**config.mk**
```make
export PLATFORM = sky130hd
export DESIGN_NAME = ps2_teclado_fifo_flat
export DESIGN_NICKNAME = d
export VERILOG_FILES = /design/src/rtl/ps2_pkg.sv /design/src/rtl/ps2_teclado_fifo_if.sv /design/src/rtl/ps2_fifo.sv /design/src/rtl/ps2_teclado_fifo.sv /design/src/flat_wrapper.sv
export SDC_FILE = /design/constraint.sdc
export NUM_CORES = 1
export LEC_CHECK = 0
export CORE_MARGIN = 2
export CORE_UTILIZATION = 39
export DETAILED_ROUTE_END_ITERATION = 10
export HOLD_SLACK_MARGIN = 0.15
export PLACE_DENSITY_LB_ADDON = 0.08
export SYNTH_ARGS = -nofsm -noshare
export SYNTH_HDL_FRONTEND = slang
export SYNTH_SLANG_ARGS = --single-unit
```
**constraint.sdc**
```tcl
create_clock -name Clock -period 3.45 [get_ports Clock]
set_input_delay 0.69 -clock Clock [delete_from_list [all_inputs] [get_ports Clock]]
set_output_delay 0.69 -clock Clock [all_outputs]
set_load 0.01 [all_outputs]
```
**src/rtl/ps2_pkg.sv**
```systemverilog
// Shared types and constants for the PS/2 keyboard receiver and its consumers.
package ps2_pkg;

  typedef enum logic [1:0] {
    ST_IDLE   = 2'd0,
    ST_DATA   = 2'd1,
    ST_PARITY = 2'd2,
    ST_STOP   = 2'd3
  } ps2_state_e;

  localparam int PS2_DATA_BITS = 8;

  localparam logic [7:0] SC_BREAK    = 8'hF0;
  localparam logic [7:0] SC_EXTENDED = 8'hE0;

  // Odd parity holds when data plus parity bit carry an odd number of ones.
  function automatic logic odd_parity_ok(input logic [PS2_DATA_BITS-1:0] data,
                                         input logic par);
    return ^{data, par};
  endfunction

endpackage

```
**src/rtl/ps2_teclado_fifo_if.sv**
```systemverilog
// CPU-side read bus of the keyboard FIFO: pop/clear requests in, head byte and status out.
interface ps2_teclado_fifo_if #(
  parameter int FIFO_DEPTH = 8
);
  localparam int CW = $clog2(FIFO_DEPTH) + 1;

  logic          ReadEnable;
  logic          ClearErrors;
  logic [7:0]    DataOut;
  logic          Empty;
  logic          Full;
  logic [CW-1:0] Count;
  logic          FrameError;
  logic          Overflow;

  modport master (
    output ReadEnable, ClearErrors,
    input  DataOut, Empty, Full, Count, FrameError, Overflow
  );

  modport slave (
    input  ReadEnable, ClearErrors,
    output DataOut, Empty, Full, Count, FrameError, Overflow
  );

endinterface

```
**src/rtl/ps2_fifo.sv**
```systemverilog
// Generic synchronous show-ahead FIFO with sticky overflow flag; head is read straight from storage.
module ps2_fifo #(
  parameter int DEPTH = 8,
  parameter int WIDTH = 8
) (
  input  logic                     clk,
  input  logic                     rst,
  input  logic                     push,
  input  logic [WIDTH-1:0]         push_data,
  input  logic                     pop,
  output logic [WIDTH-1:0]         head,
  output logic                     empty,
  output logic                     full,
  output logic [$clog2(DEPTH):0]   count,
  output logic                     overflow,
  input  logic                     clear_overflow
);

  localparam int AW = $clog2(DEPTH);
  localparam int CW = AW + 1;

  logic [WIDTH-1:0] mem_q [DEPTH];
  logic [AW-1:0]    wr_ptr_q, wr_ptr_d;
  logic [AW-1:0]    rd_ptr_q, rd_ptr_d;
  logic [CW-1:0]    count_q, count_d;
  logic             overflow_q, overflow_d;
  logic             pop_en, push_en, ovf_set;

  assign empty = (count_q == '0);
  assign full  = (count_q == CW'(DEPTH));
  assign count = count_q;
  assign head  = mem_q[rd_ptr_q];
  assign overflow = overflow_q;

  // When full, a simultaneous pop frees the slot the push lands in.
  assign pop_en  = pop & ~empty;
  assign push_en = push & (~full | pop_en);
  assign ovf_set = push & full & ~pop_en;

  always_comb begin
    wr_ptr_d   = wr_ptr_q;
    rd_ptr_d   = rd_ptr_q;
    count_d    = count_q;
    overflow_d = overflow_q;
    if (push_en) wr_ptr_d = wr_ptr_q + AW'(1);
    if (pop_en)  rd_ptr_d = rd_ptr_q + AW'(1);
    if (push_en && !pop_en)      count_d = count_q + CW'(1);
    else if (pop_en && !push_en) count_d = count_q - CW'(1);
    if (ovf_set)             overflow_d = 1'b1;
    else if (clear_overflow) overflow_d = 1'b0;
  end

  always_ff @(posedge clk) begin
    if (rst) begin
      wr_ptr_q   <= '0;
      rd_ptr_q   <= '0;
      count_q    <= '0;
      overflow_q <= 1'b0;
      for (int i = 0; i < DEPTH; i++) mem_q[i] <= '0;
    end else begin
      wr_ptr_q   <= wr_ptr_d;
      rd_ptr_q   <= rd_ptr_d;
      count_q    <= count_d;
      overflow_q <= overflow_d;
      if (push_en) mem_q[wr_ptr_q] <= push_data;
    end
  end

endmodule

```
**src/rtl/ps2_teclado_fifo.sv**
```systemverilog
// PS/2 keyboard frame receiver feeding a scancode FIFO read by the CPU input stage.
//   state     | meaning
//   ST_IDLE   | bus idle, waiting for a start bit (data=0 on a falling edge)
//   ST_DATA   | shifting in 8 data bits, LSB first
//   ST_PARITY | next edge carries the odd parity bit
//   ST_STOP   | next edge carries the stop bit; frame checked and pushed
module ps2_teclado_fifo
  import ps2_pkg::*;
#(
  parameter int FIFO_DEPTH     = 8,
  parameter int TIMEOUT_CYCLES = 50000
) (
  input  logic                 Clock,
  input  logic                 Reset,
  input  logic                 ps2_clk,
  input  logic                 ps2_data,
  ps2_teclado_fifo_if.slave    bus
);

  localparam int TW = $clog2(TIMEOUT_CYCLES + 1);
  localparam int BW = $clog2(PS2_DATA_BITS);

  logic clk_s1_q, clk_s2_q, clk_prev_q;
  logic dat_s1_q, dat_s2_q;
  logic fall_edge;

  ps2_state_e               state_q;
  logic [BW-1:0]            bit_cnt_q;
  logic [PS2_DATA_BITS-1:0] shift_q;
  logic                     parity_q;
  logic [TW-1:0]            tmo_q;
  logic                     frame_error_q;
  logic                     frame_ok;
  logic                     push;

  // Synchronisers idle high so reset never fabricates a falling edge.
  always_ff @(posedge Clock) begin
    if (Reset) begin
      clk_s1_q   <= 1'b1;
      clk_s2_q   <= 1'b1;
      clk_prev_q <= 1'b1;
      dat_s1_q   <= 1'b1;
      dat_s2_q   <= 1'b1;
    end else begin
      clk_s1_q   <= ps2_clk;
      clk_s2_q   <= clk_s1_q;
      clk_prev_q <= clk_s2_q;
      dat_s1_q   <= ps2_data;
      dat_s2_q   <= dat_s1_q;
    end
  end

  assign fall_edge = clk_prev_q & ~clk_s2_q;
  assign frame_ok  = dat_s2_q & odd_parity_ok(shift_q, parity_q);
  assign push      = (state_q == ST_STOP) & fall_edge & frame_ok;

  always_ff @(posedge Clock) begin
    if (Reset) begin
      state_q       <= ST_IDLE;
      bit_cnt_q     <= '0;
      shift_q       <= '0;
      parity_q      <= 1'b0;
      tmo_q         <= '0;
      frame_error_q <= 1'b0;
    end else begin
      frame_error_q <= 1'b0;
      if (state_q == ST_IDLE) begin
        tmo_q <= '0;
        if (fall_edge && !dat_s2_q) begin
          state_q   <= ST_DATA;
          bit_cnt_q <= '0;
        end
      end else if (fall_edge) begin
        tmo_q <= '0;
        case (state_q)
          ST_DATA: begin
            shift_q   <= {dat_s2_q, shift_q[PS2_DATA_BITS-1:1]};
            bit_cnt_q <= bit_cnt_q + BW'(1);
            if (bit_cnt_q == BW'(PS2_DATA_BITS - 1)) state_q <= ST_PARITY;
          end
          ST_PARITY: begin
            parity_q <= dat_s2_q;
            state_q  <= ST_STOP;
          end
          ST_STOP: begin
            if (!frame_ok) frame_error_q <= 1'b1;
            state_q <= ST_IDLE;
          end
          default: state_q <= ST_IDLE;
        endcase
      end else if (tmo_q == TW'(TIMEOUT_CYCLES - 1)) begin
        // Sender stalled mid-frame: abandon the partial byte.
        state_q       <= ST_IDLE;
        tmo_q         <= '0;
        frame_error_q <= 1'b1;
      end else begin
        tmo_q <= tmo_q + TW'(1);
      end
    end
  end

  ps2_fifo #(
    .DEPTH (FIFO_DEPTH),
    .WIDTH (PS2_DATA_BITS)
  ) u_fifo (
    .clk            (Clock),
    .rst            (Reset),
    .push           (push),
    .push_data      (shift_q),
    .pop            (bus.ReadEnable),
    .head           (bus.DataOut),
    .empty          (bus.Empty),
    .full           (bus.Full),
    .count          (bus.Count),
    .overflow       (bus.Overflow),
    .clear_overflow (bus.ClearErrors)
  );

  assign bus.FrameError = frame_error_q;

endmodule

```
**src/flat_wrapper.sv**
```systemverilog
// flat-port wrapper written by rule: the top's interface ports become plain ports
module ps2_teclado_fifo_flat import ps2_pkg::*;
#(
  parameter int FIFO_DEPTH     = 8,
  parameter int TIMEOUT_CYCLES = 50000
)
  (Clock, Reset, ps2_clk, ps2_data, bus_ReadEnable, bus_ClearErrors, bus_DataOut, bus_Empty, bus_Full, bus_Count, bus_FrameError, bus_Overflow);
  ps2_teclado_fifo_if #(.FIFO_DEPTH(FIFO_DEPTH)) bus_i ();
  input  logic Clock;
  input  logic Reset;
  input  logic ps2_clk;
  input  logic ps2_data;
  input wire logic [$bits(bus_i.ReadEnable)-1:0] bus_ReadEnable;
  input wire logic [$bits(bus_i.ClearErrors)-1:0] bus_ClearErrors;
  output wire logic [$bits(bus_i.DataOut)-1:0] bus_DataOut;
  output wire logic [$bits(bus_i.Empty)-1:0] bus_Empty;
  output wire logic [$bits(bus_i.Full)-1:0] bus_Full;
  output wire logic [$bits(bus_i.Count)-1:0] bus_Count;
  output wire logic [$bits(bus_i.FrameError)-1:0] bus_FrameError;
  output wire logic [$bits(bus_i.Overflow)-1:0] bus_Overflow;
  assign bus_i.ReadEnable = bus_ReadEnable;
  assign bus_i.ClearErrors = bus_ClearErrors;
  assign bus_DataOut = bus_i.DataOut;
  assign bus_Empty = bus_i.Empty;
  assign bus_Full = bus_i.Full;
  assign bus_Count = bus_i.Count;
  assign bus_FrameError = bus_i.FrameError;
  assign bus_Overflow = bus_i.Overflow;
  ps2_teclado_fifo #(.FIFO_DEPTH(FIFO_DEPTH), .TIMEOUT_CYCLES(TIMEOUT_CYCLES)) u_core (.Clock(Clock), .Reset(Reset), .ps2_clk(ps2_clk), .ps2_data(ps2_data), .bus(bus_i));
endmodule
```
==> results.md, run 1 <==
- The run finished with clean final reports.
- The largest individual stage delay along the critical path comes from the cell sky130_fd_sc_hd__mux4_2.
- In this run the critical register-to-register path is captured at u_core.u_fifo.count[3]$_SDFFE_PP0P_.
- VDD sags by at most 0.282 mV.
- The total die area is 14800 sq um.
- The via count of the first global-routing pass came to 3229.
- After layout, the worst path uses 89.4% of the clock period.
- The floorplan has 42 rows.
- Counting instances, the worst hold path has a depth of 1.
- In this run, the number of DRC markers left after iteration 0 of detailed routing was 193.
- In the final layout, the multi-input gates occupy 2320 sq um.
- The HPWL after detailed placement is 7150 microns.
- By startpoint and endpoint, the worst setup path is classified as register to primary output.
- The wire length of the first global-routing pass is 17900 microns.
- The startpoint of the worst-slack reg-to-reg timing path is u_core.shift_q[6]$_SDFFE_PP0P_.
- The total congestion overflow is 0.
- The synthesized netlist occupies a cell area of 5390 sq um.
- The relative area change from synthesis to final layout is 18.6%.
- The worst reg2reg path depth is 12.
- From bottom edge to top edge, the die measures 122 microns.
- Counting flops and latches in the post-synthesis netlist gives 114.
- The final worst clock skew is 12.9 ps.
- In this run the power density over the cells is 575 nW/um^2.
- The predominant post-synthesis flop cell is sky130_fd_sc_hd__edfxtp_1.
- The clock insertion delay at the later pin of the skew report is 410 ps.
- The number of instances in the synthesized netlist is 434.
- The required arrival time at the worst endpoint is 2760 ps.
- Buffers inserted during clock tree synthesis total 17.
- The number of max-capacitance violations reported is 0.
- The number of filler cells placed in the layout is 1250.
- Each instance of the synthesized netlist takes up on average 12.4 sq um.
- The biggest area consumer among synthesized cells is sky130_fd_sc_hd__edfxtp_1.
- Setup repair after global routing left no endpoint under its margin.
- The number of antenna diodes in the final layout is 0.
- The global placement routability congestion is 0.770.
- The maximum number of buffers from clock root to sink is 2.
- The area share of the largest cell type after synthesis is 35.7%.
- The initial core utilization is 40.4%.
- After detailed routing, the number of vias per cell comes to 4.90.
- The worst pin sits at a relative slew slack of 51.3%.
- After synthesis, the share of flip-flops with an asynchronous set or reset is 0%.
- Clock-pin slew was measured on the worst setup and hold paths at 50 ps.
- The signal on the critical path passes through buf_4 > mux4_2 > mux2_2 > clkdlybuf4s50_1.
- The kind of capture point of the worst setup path is a primary output.
- The floorplan step defined a core boundary enclosing 13300 sq um.
- CTS saw 114 sinks.
- Sequential elements use 54.2% of the synthesized area.
- The tightest min-delay check is of the register to register type.
- In the layout the commonest cells are sky130_fd_sc_hd__and2_1 (64), sky130_fd_sc_hd__edfxtp_1 (64), sky130_fd_sc_hd__dfxtp_1 (50).
- The number of hold violations in the final report came to 0.
- In this run the horizontal extent of the chip is 122 microns.
- The category of the worst setup path launch point is a register.
- Buffers placed on the I/O ports in this run total 21.
- The number of remaining DRC errors is 0.
- For this run, the top clock speed supported by timing is 324 MHz.
- The count of nets left with antenna violations once routing finished came out at 0.
- The final number of max-transition violations was 0.
- TritonCTS built the clock tree.
- The vias after detailed routing is 3230.
- The count of cell types in the netlist is 54.
- Dividing the detail-routed wire length by the instance count gives 16.5 microns.
- Data on the critical path arrives at its endpoint at 2390 ps.
- Yosys mapped a number of flops with a built-in enable equal to 64.
- The clock tree root driver cell is sky130_fd_sc_hd__clkbuf_16.
- The maximum net fanout on the critical path is 16.
- Cells with a size suffix above 1 make up 18.2% of the layout.
- The net count reported at finish is 490.
- Entering global routing, the biggest net connects 40 pins.
- The number of setup violations in the final report is 0.
- The sequential standard cell area is 2920 sq um.
- In this run the count of I/O pins placed on the die edge is 22.
- Global routing consumed, over all layers together, 16.5% of the routing resources.
- The number of nets in the synthesized netlist is 454.
- The clock period could shrink to 3080 ps.
- For flop-to-flop paths, the worst setup slack is 490 ps.
- The post-CTS setup buffer count is 0.
- The count of warnings emitted by yosys is 0.
- The capture endpoint of the worst hold path is u_core.clk_s2_q$_SDFF_PP1_.
- Final hold analysis gives a worst-case slack of 405 ps.
- After layout, the design draws a total of 3670 uW.
- The delay of the slowest critical-path stage is 580 ps.
- After routing, the total negative slack on setup checks comes to 0 ps.
- The pre-antenna-repair detailed-routing pass consisted of 4 iterations.
- The maximum level of the CTS H-tree is 4.
- The total wirelength of the detailed-routed design is 10900 microns.
- The initial antenna violation count was 0.
- After clock tree synthesis, the repair step resized 0 gates.
- Ranked by total cell area, the synthesized netlist is headed by sky130_fd_sc_hd__edfxtp_1 (36%), sky130_fd_sc_hd__dfxtp_1 (19%), sky130_fd_sc_hd__and2_1 (7.4%).
- For the pin with the worst max-slew slack, the measured transition is 729 ps.
- In this run, post-CTS hold repair placed 0 buffers.
- The worst hold path begins at u_core.clk_s1_q$_SDFF_PP1_.
- In this run the static leakage power is 0.00239 uW.
## stage by stage
step                      util [%]  area [sq um]  instances  worst slack [ps]
final                         47.9          6390        659               366
after global routing          47.9          6390        659               211
after detailed placement      43.9          5860        627               188
after CTS                     47.9          6390        659               310
after floorplan                  -          5390        434               343
after global placement        43.9          5860        627               203
## Yosys cell counts (all sizes together), types with 2 or more instances
| cell type | n |
|---|---|
| or3 | 7 |
| nand2 | 15 |
| inv | 12 |
| dfxtp | 50 |
| nor2b | 7 |
| nor3 | 6 |
| clkbuf | 16 |
| nor4b | 2 |
| and3 | 3 |
| o41ai | 2 |
| xor2 | 10 |
| nand2b | 3 |
| nand4b | 3 |
| buf | 6 |
| nor4 | 4 |
| a31o | 2 |
| edfxtp | 64 |
| mux2i | 12 |
| xnor2 | 13 |
| or2 | 9 |
| and2 | 64 |
| nor4bb | 2 |
| nand3b | 2 |
| a21oi | 12 |
| mux4 | 16 |
| nand4 | 3 |
| ha | 13 |
| nand3 | 5 |
| mux2 | 8 |
| a21o | 3 |
| xnor3 | 2 |
| nor2 | 44 |
| o21ai | 5 |
## cell families (layout without fill, tap and decap cells)
kind of cell / after synthesis / after routing / synth area share, %
compound gates: 30 / 30 / 3.65
xor+xnor: 25 / 25 / 4.95
fa+ha+maj: 14 / 14 / 3.39
buf+inv: 34 / 83 / 2.60
flops: 114 / 114 / 54.2
mux: 36 / 36 / 10.7
simple gates: 181 / 181 / 20.5
## state kept, by name, summed over array words and instances (netlist names), 2 cells and up, named ones only
signal                  count
u_core.u_fifo.rd_ptr_q      3
u_core.u_fifo.wr_ptr_q      3
u_core.u_fifo.count         4
u_core.state_q              2
u_core.shift_q              8
u_core.u_fifo.mem_q        64
u_core.tmo_q               16
u_core.bit_cnt_q            3
## power breakdown
part | switching, uW | internal (uW)
registers | 42.1 | 1490
logic | 259 | 303
clock network | 563 | 1010
total | 865 | 2810
## per-layer routing
metal	track usage [%]	wire, microns
met2	25.5	5100
met5	0	0
met4	5.82	113
met3	4.59	304
met1	22.4	5370
## final cells by class
type / instances / area share (%)
sequential: 114 / 45.7
clock inverter: 8 / 0.959
timing repair buffer: 39 / 5.40
inverter: 12 / 0.705
tap: 176 / 3.45
multi-input combinational: 286 / 36.4
clock buffer: 24 / 7.38
## worst max path at each step
| stage | start | to | depth (start not counted) |
|---|---|---|---|
| after global routing | u_core.shift_q[6]$_SDFFE_PP0P_ | u_core.u_fifo.count[3]$_SDFFE_PP0P_ | 12 |
| after detailed placement | bus_ReadEnable | u_core.u_fifo.count[3]$_SDFFE_PP0P_ | 12 |
| after global placement | bus_ReadEnable | u_core.u_fifo.count[3]$_SDFFE_PP0P_ | 12 |
| final | register | bus_DataOut[7] | 4 |
| after CTS | register | bus_DataOut[7] | 4 |
| after floorplan | u_core.u_fifo.count[0]$_SDFFE_PP0P_ | u_core.u_fifo.count[3]$_SDFFE_PP0P_ | 13 |
## worst max-delay path, delay by kind of cell, from the launching register on
family | cells | cell delay [ps]
buffers and inverters | 2 | 810
flip-flops | 1 | 310
multiplexers | 2 | 870
Note: power is estimated with default switching activity, not from simulation.
==> run 2: changes to the inputs <==
--- a/config.mk
+++ b/config.mk
@@ -10,6 +10,7 @@
 export DETAILED_ROUTE_END_ITERATION = 10
 export HOLD_SLACK_MARGIN = 0.15
 export PLACE_DENSITY_LB_ADDON = 0.08
+export SETUP_SLACK_MARGIN = 0.2
 export SYNTH_ARGS = -nofsm -noshare
 export SYNTH_HDL_FRONTEND = slang
 export SYNTH_SLANG_ARGS = --single-unit
==> results of run 2 <==
No change in the layout: final DEF, timing and power equal those of run 1.
